File: src/rtl/lamp_pkg.sv
// Shared definitions for the turn-lamp driver: mode codes, sweep step type, sweep lookup.
// Latency: n/a (constants and types only).
// Backpressure: n/a.
package lamp_pkg;

    // Lamp mode codes presented on the state input by the upstream transfer stage.
    // Any code not listed here is treated as hazard, so a corrupted code fails safe.
    localparam logic [2:0] MODE_RIGHT = 3'b000;
    localparam logic [2:0] MODE_FWD   = 3'b001;
    localparam logic [2:0] MODE_REV   = 3'b010;
    localparam logic [2:0] MODE_LEFT  = 3'b011;
    localparam logic [2:0] MODE_HAZ   = 3'b111;

    // Animation step within the four-step sweep.
    typedef logic [1:0] sweep_step_t;

    // Sweep bar per step, bit0 innermost: 001 -> 011 -> 111 -> 000.
    // Packed index 0 is the rightmost element of the concatenation.
    localparam logic [3:0][2:0] SWEEP_LUT = {3'b000, 3'b111, 3'b011, 3'b001};

    // All lamp outputs as one registered bundle.
    typedef struct packed {
        logic [2:0] lamp_l;
        logic [2:0] lamp_r;
        logic       head;
        logic       rev;
        logic       brake;
    } lamp_out_t;

endpackage

File: src/rtl/tick_gen.sv
// Animation-step prescaler: counts clk_1m cycles 0..TICK_DIV-1 and flags the wrap cycle.
// Latency: tick is high during the cycle whose closing edge wraps the count (TICK_DIV-cycle period).
// Backpressure: none; clr restarts the count from 0 on the next edge and takes priority over the wrap.
// Ports: clk_1m clock, rst async active-high reset, clr synchronous restart, tick wrap flag.
module tick_gen #(
    parameter int unsigned TICK_DIV = 250000
) (
    input  logic clk_1m,
    input  logic rst,
    input  logic clr,
    output logic tick
);

    localparam logic [19:0] LAST = 20'(TICK_DIV - 1);

    logic [19:0] presc;

    always_ff @(posedge clk_1m or posedge rst) begin
        if (rst) begin
            presc <= '0;
        end else if (clr || (presc == LAST)) begin
            presc <= '0;
        end else begin
            presc <= presc + 20'd1;
        end
    end

    // Raw wrap flag; the consumer gives clr priority over it.
    assign tick = (presc == LAST);

endmodule

File: src/rtl/turn_lamp_driver.sv
// Turn/head/reverse/stop lamp driver with a four-step sweep animation on the turn bars.
// Latency: a state change shows as the new mode's step-0 pattern exactly 2 clk_1m edges later.
// Backpressure: none; state is sampled every edge and any change restarts the animation.
// Ports: clk_1m clock (1 MHz), rst async active-high reset, state mode code,
//        lamp_l/lamp_r turn bars (bit0 innermost), head, rev, brake lamps; all outputs registered.
// Macro HAZARD_BLINK_EN: when defined, hazard bars blink on step[0]; otherwise they are steady on.
module turn_lamp_driver
    import lamp_pkg::*;
#(
    parameter int unsigned TICK_DIV = 250000
) (
    input  logic       clk_1m,
    input  logic       rst,
    input  logic [2:0] state,
    output logic [2:0] lamp_l,
    output logic [2:0] lamp_r,
    output logic       head,
    output logic       rev,
    output logic       brake
);

    logic [2:0]  mode_q;
    sweep_step_t step;
    logic        mode_chg;
    logic        tick;
    lamp_out_t   out_d;
    lamp_out_t   out_q;

    assign mode_chg = (state != mode_q);

    tick_gen #(
        .TICK_DIV(TICK_DIV)
    ) u_tick_gen (
        .clk_1m(clk_1m),
        .rst   (rst),
        .clr   (mode_chg),
        .tick  (tick)
    );

    // A mode change wins over a coincident tick so the new animation always
    // begins at step 0, even when the change lands exactly on a wrap.
    always_ff @(posedge clk_1m or posedge rst) begin
        if (rst) begin
            mode_q <= MODE_HAZ;
            step   <= '0;
        end else if (mode_chg) begin
            mode_q <= state;
            step   <= '0;
        end else if (tick) begin
            step   <= step + 2'd1;
        end
    end

    always_comb begin
        logic [2:0] sweep;
        out_d = '0;
        sweep = SWEEP_LUT[step];
        case (mode_q)
            MODE_RIGHT: begin
                out_d.lamp_r = sweep;
                out_d.head   = 1'b1;
            end
            MODE_LEFT: begin
                out_d.lamp_l = sweep;
                out_d.head   = 1'b1;
            end
            MODE_FWD: begin
                out_d.head   = 1'b1;
            end
            MODE_REV: begin
                out_d.rev    = 1'b1;
            end
            default: begin
                // Hazard, including the unassigned codes; both bars share one phase.
                out_d.brake  = 1'b1;
`ifdef HAZARD_BLINK_EN
                out_d.lamp_l = step[0] ? 3'b000 : 3'b111;
                out_d.lamp_r = step[0] ? 3'b000 : 3'b111;
`else
                out_d.lamp_l = 3'b111;
                out_d.lamp_r = 3'b111;
`endif
            end
        endcase
    end

    always_ff @(posedge clk_1m or posedge rst) begin
        if (rst) begin
            out_q <= '0;
        end else begin
            out_q <= out_d;
        end
    end

    assign lamp_l = out_q.lamp_l;
    assign lamp_r = out_q.lamp_r;
    assign head   = out_q.head;
    assign rev    = out_q.rev;
    assign brake  = out_q.brake;

endmodule
File: config.mk
export PLATFORM = sky130hd
export DESIGN_NAME = turn_lamp_driver
export DESIGN_NICKNAME = d
export VERILOG_FILES = /design/src/rtl/lamp_pkg.sv /design/src/rtl/tick_gen.sv /design/src/rtl/turn_lamp_driver.sv
export SDC_FILE = /design/constraint.sdc
export NUM_CORES = 1
export LEC_CHECK = 0
export CORE_MARGIN = 5
export CORE_UTILIZATION = 37
export CTS_CLUSTER_SIZE = 16
export DETAILED_ROUTE_END_ITERATION = 10
export PLACE_DENSITY = 0.56
export SYNTH_ARGS = -nofsm -noshare
export SYNTH_HDL_FRONTEND = slang
export SYNTH_HIERARCHICAL = 1
export SYNTH_SLANG_ARGS = --single-unit
File: constraint.sdc
create_clock -name clk_1m -period 2.25 [get_ports clk_1m]
set_input_delay 0.45 -clock clk_1m [delete_from_list [all_inputs] [get_ports clk_1m]]
set_output_delay 0.45 -clock clk_1m [all_outputs]
set_load 0.03 [all_outputs]
; After elaboration in Yosys (flattened, before gate mapping)
; Cells that the tools add are included.
[op_classes]
addsub = 2
order_cmp = 1
n_eq_ne = 5
mux = 10
n_reduce_logical = 7
[op_table]
columns = op, n
row1 = 20-bit by 1-bit adder with 20-bit output (second input constant), 1
row2 = 20-bit by 18-bit equality test with 1-bit output (second input constant), 1
row3 = 20-bit 2-to-1 mux, 1
row4 = 3-bit case mux with 2 select lines, 2
row5 = 3-bit OR reduction, 3
row6 = 3-bit binary-select mux with 2-bit select, 1
row7 = 3-bit by 2-bit equality test with 1-bit output (second input constant), 2
row8 = 2-bit 2-to-1 mux, 2
row9 = 4-bit OR reduction, 1
row10 = 3-bit by 1-bit equality test with 1-bit output (second input constant), 1
row11 = 3-bit zero test, 1
row12 = 2-bit by 3-bit less-than comparator with 1-bit output (second input constant), 1
row13 = 1-bit 2-to-1 mux, 3
row14 = 3-bit 2-to-1 mux, 1
row15 = 3-bit != test, 1
row16 = 2-bit by 1-bit adder with 2-bit output (second input constant), 1
row17 = 2-bit nonzero test, 1
row18 = 1-bit logical OR, 1
[word_totals]
ff_bits = 34
inputBits = 5
elab_cells = 33

; Logic depth before layout (Yosys ltp)
[depth]
word_depth = 3
ltp_mapped = 7
mapped_depth_nobuf = 6

; By module
; The synthesis kept the hierarchy.
[by_module_without_submodules]
columns = mod, n_inst, cells_per_inst, area_each_um2, seq_area_each_um2
row1 = tick_gen, 1, 110, 1036.0, 500.5
row2 = turn_lamp_driver, 1, 45, 604.3, 354.1

; Least setup slack after synthesis
; Ideal clock, no wire load.
[synth_timing]
kind = register to register
start = register u_tick_gen.presc[0]
end = register u_tick_gen.presc[18]
t_arrival_ps = 1744
required_ps = 2172
slack_ps = 428
stages_incl_launch_ff = 6
period_less_slack_ps = 1822
path_cell_list = dfrtp_1 > ha_1 > nand4_2 > or4_4 > or3_1 > a21oi_1
[synth_via]
elab_chain_len = 3
elab_cells_between_ends = 4
[synth_lines]
columns = item, line
row1 = start: declaration, tick_gen.sv:16  ; logic [19:0] presc;
row2 = start signal: assignment, tick_gen.sv:24  ; presc <= presc + 20'd1;
row3 = branches (longest 2 deep; another with 20-bit by 1-bit adder with 20-bit output), --
row4 = 20-bit 2-to-1 mux *, tick_gen.sv:21  ; end else if (clr || (presc == LAST)) begin
; Mark *: on every way between the ends.
; A chain may end at the register's enable or synchronous reset.

; Final worst setup path
[layout_timing]
start = register u_tick_gen.presc[0]
end = register u_tick_gen.presc[12]
; Same word-level chain as after synthesis.

==> run_results.csv <==
group,metric,value,unit
run_status,status,"complete, no violations",
die,io_pins,14,
critical_path,end_kind,"register",
place,dp_hpwl,2060,um
global_route,first_global_vias,1111,
clock_tree,clkLatencyLatePin,280,ps
finish,postLayoutCellArea,1890,um^2
place,placed_cell_area,1800,um^2
pwr,p_leak,0.767,nW
pwr,powerDensity,624,nW/um^2
min_path,whs_path_depth,0,
pwr,p_comb_share,7.9,%
detailed_routing,ant_nets,0,
pwr,pwr-share-clk,37.9,%
finish,diodes,0,
finish,drive_gt1_share,13.5,%
pwr,power_frac_seq,54.1,%
clock_tree,cts_tree,"done",
timing,tightest_slew,738,ps
critical_path,worstPathCellList,"ha_1, and4_1, nand3_1, o31ai_4, nor2_1",
critical_path,crit_path_start_kind,"register",
die,die_h,76.6,um
synthesis,synth-edff-count,0,
pwr,p_int,0.914,mW
clock_tree,cts_buffers,5,
min_path,hp-class,"register to register",
detailed_routing,vias_per_cell,4.96,
detailed_routing,first_iter_violations,35,
pwr,switchingPower,0.267,mW
pwr,switching_share,22.6,%
synthesis,yosysTopAreaCell,"dfrtp_1",
synthesis,synth_common_cells,"31 x dfrtp_1, 24 x nor2_1, 13 x xnor2_1",
timing,period_share,89.8,%
synthesis,synthFlopType,"dfrtp_1",
place,gp_congestion,0.781,
timing,finalSetupTns,0,ps
critical_path,r2r_end,"u_tick_gen/presc[12]",
synthesis,avgSynthCellArea,10.6,um^2
critical_path,critPathMaxStageDelay,700,ps
critical_path,rrSetupSlack,230,ps
critical_path,critPathCapture,"u_tick_gen/presc[12]",
clock_tree,cts-root-buf,"clkbuf_8",
synthesis,ys_warn_count,6,
critical_path,critPathArrivalTime,2150,ps
synthesis,synth_cells,155,
detailed_routing,routed_wl,2810,um
global_route,grt_max_degree,21,
timing,period_needed,2020,ps
synthesis,async_reset_ff_share,100,%
synthesis,netlist_area,1640,um^2
synthesis,synth-seq-area-share,52.1,%
detailed_routing,via_count,1102,
finish,area_growth,15.3,%
global_route,grt_pass1_wl,4950,um
timing,slew_headroom,50.8,%
clock_tree,path_clk_slew,70,ps
global_route,antenna_found_initial,0,
critical_path,worstSetupPathType,"register to register",
critical_path,cp_num_buf_inv,0,
synthesis,netlist_top_cells_area,"dfrtp_1 47%, xnor2_1 6.9%, nor2_1 5.5%",
synthesis,yosysMostFrequentCell,"dfrtp_1",
run,drv_cap,0,
detailed_routing,drc,0,
finish,num-nets-final,177,
clock_tree,clockBufferDepth,2,
critical_path,cp_max_fo,19,
critical_path,crit_path_top_delay_cell,"o31ai_4",
detailed_routing,drtPass1Iterations,4,
timing,grt_setup_unrepaired,"false",
clock_tree,cts-hold-fix-buffers,0,
synthesis,ys_seq_elements,34,
critical_path,cp_num_cells,5,
clock_tree,h-tree-depth,2,
die,die_x,76.6,um
critical_path,path_delay_family,"compound AO/OA/AOI/OAI gates",
place,dp.cells,214,
timing,slew_viol_final,0,
critical_path,r2r-start,"u_tick_gen/presc[0]",
timing,fmax,0.495,GHz
die,rows,24,
critical_path,r2r_cells,5,
critical_path,startpoint,"u_tick_gen/presc[0]",
timing,finalHoldViolCount,0,
clock_tree,cts.repair.resized,0,
min_path,worstHoldStart,"mode_q[2]",
global_route,track_usage,10.6,%
critical_path,cp_data_required_time,2380,ps
pwr,ir_drop,322,uV
finish,stdcell_count,222,
timing,setup_viol,0,
die,initial_core_util,37.9,%
global_route,gr-total-overflow,0,
place,io_buffers,13,
clock_tree,cts.sinks,34,
synthesis,ys_types,32,
clock_tree,post_cts_buffers,0,
timing,skew,4.46,ps
synthesis,synth_top_area_share,47.3,%
synthesis,syn-num-nets,163,
detailed_routing,wire_per_inst,12.7,um
die,dieArea,5870,um^2
die,core_area,4320,um^2
[cells in the final DEF (no fill, tap or decap), drive strengths merged]
master and instances:
dfrtp 31, nor2 24, xnor2 15, clkdlybuf4s50 13, inv 10, nand2 10
nand3 8, clkbuf 7, nor3 6, a21oi 5, nand4 5, o21ai 4
or3 4, ha 3, dfstp 3, nor4 3, xor2 3, or4 3
o21bai 2, a21o 2, nor3b 1, a31o 1, or2 1, mux2i 1
clkinv 1, and3 1, and4 1, o31ai 1, buf 1
[cell families after synthesis]
group,Yosys count,synth area share (%)
buffers and inverters,17,4.88
adder cells (fa/ha/maj),3,2.29
flip-flops,34,52.1
XOR/XNOR,18,11.9
AND/OR/NAND/NOR,67,21.7
AO/OA/AOI/OAI,15,6.56
multiplexers,1,0.610
[per-layer routing]
metal	global-route usage (%)	wire length (um)	vias to the layer above
met1	12.0	1190	538
met5	0	0	-
met3	3.19	130	4
met2	17.7	1440	18
met4	5.77	49	0
li1	-	-	542
[stage by stage]
step                      hold WS (ps)  utilization (%)  setup slack (ps)  power [mW]
after floorplan                    337                -               428       0.715
after global placement             487             41.6               277       0.745
after detailed placement           495             41.6               212       0.747
after CTS                          508             43.8               201        1.20
after global routing               531             43.8              65.0        1.23
final                              502             43.8               230        1.18
[power by group through the flow]
stage	sequential [mW]	combinational (mW)	clock, mW
global placement	0.650	0.0955	0
floorplan	0.662	0.0523	0
detailed placement	0.651	0.0964	0
CTS	0.639	0.0966	0.469
global route	0.641	0.103	0.488
finish	0.639	0.0938	0.448
[registers in the layout (all words and copies together), names as in the netlist]
| name | cells |
|---|---|
| rev | 1 |
| lamp_l | 3 |
| head | 1 |
| brake | 1 |
| mode_q | 3 |
| step | 2 |
| lamp_r | 3 |
| u_tick_gen/presc | 20 |
[worst min path at each step]
stage                     endpoint  slack (ps)
2_1_floorplan                brake         340
3_3_place_gp   u_tick_gen/presc[0]         490
3_5_place_dp                 brake         500
4_1_cts                      brake         510
5_1_grt                      brake         530
6_report                     brake         500
[final cells by class]
class	count	area, um^2
Sequential cell	34	855
Tap cell	52	65.1
Multi-Input combinational cell	104	706
Clock inverter	1	5.00
Inverter	10	37.5
Fill cell	438	2430
Clock buffer	7	86.3
Timing Repair Buffer	14	138
(Power assumes the default switching activity.)
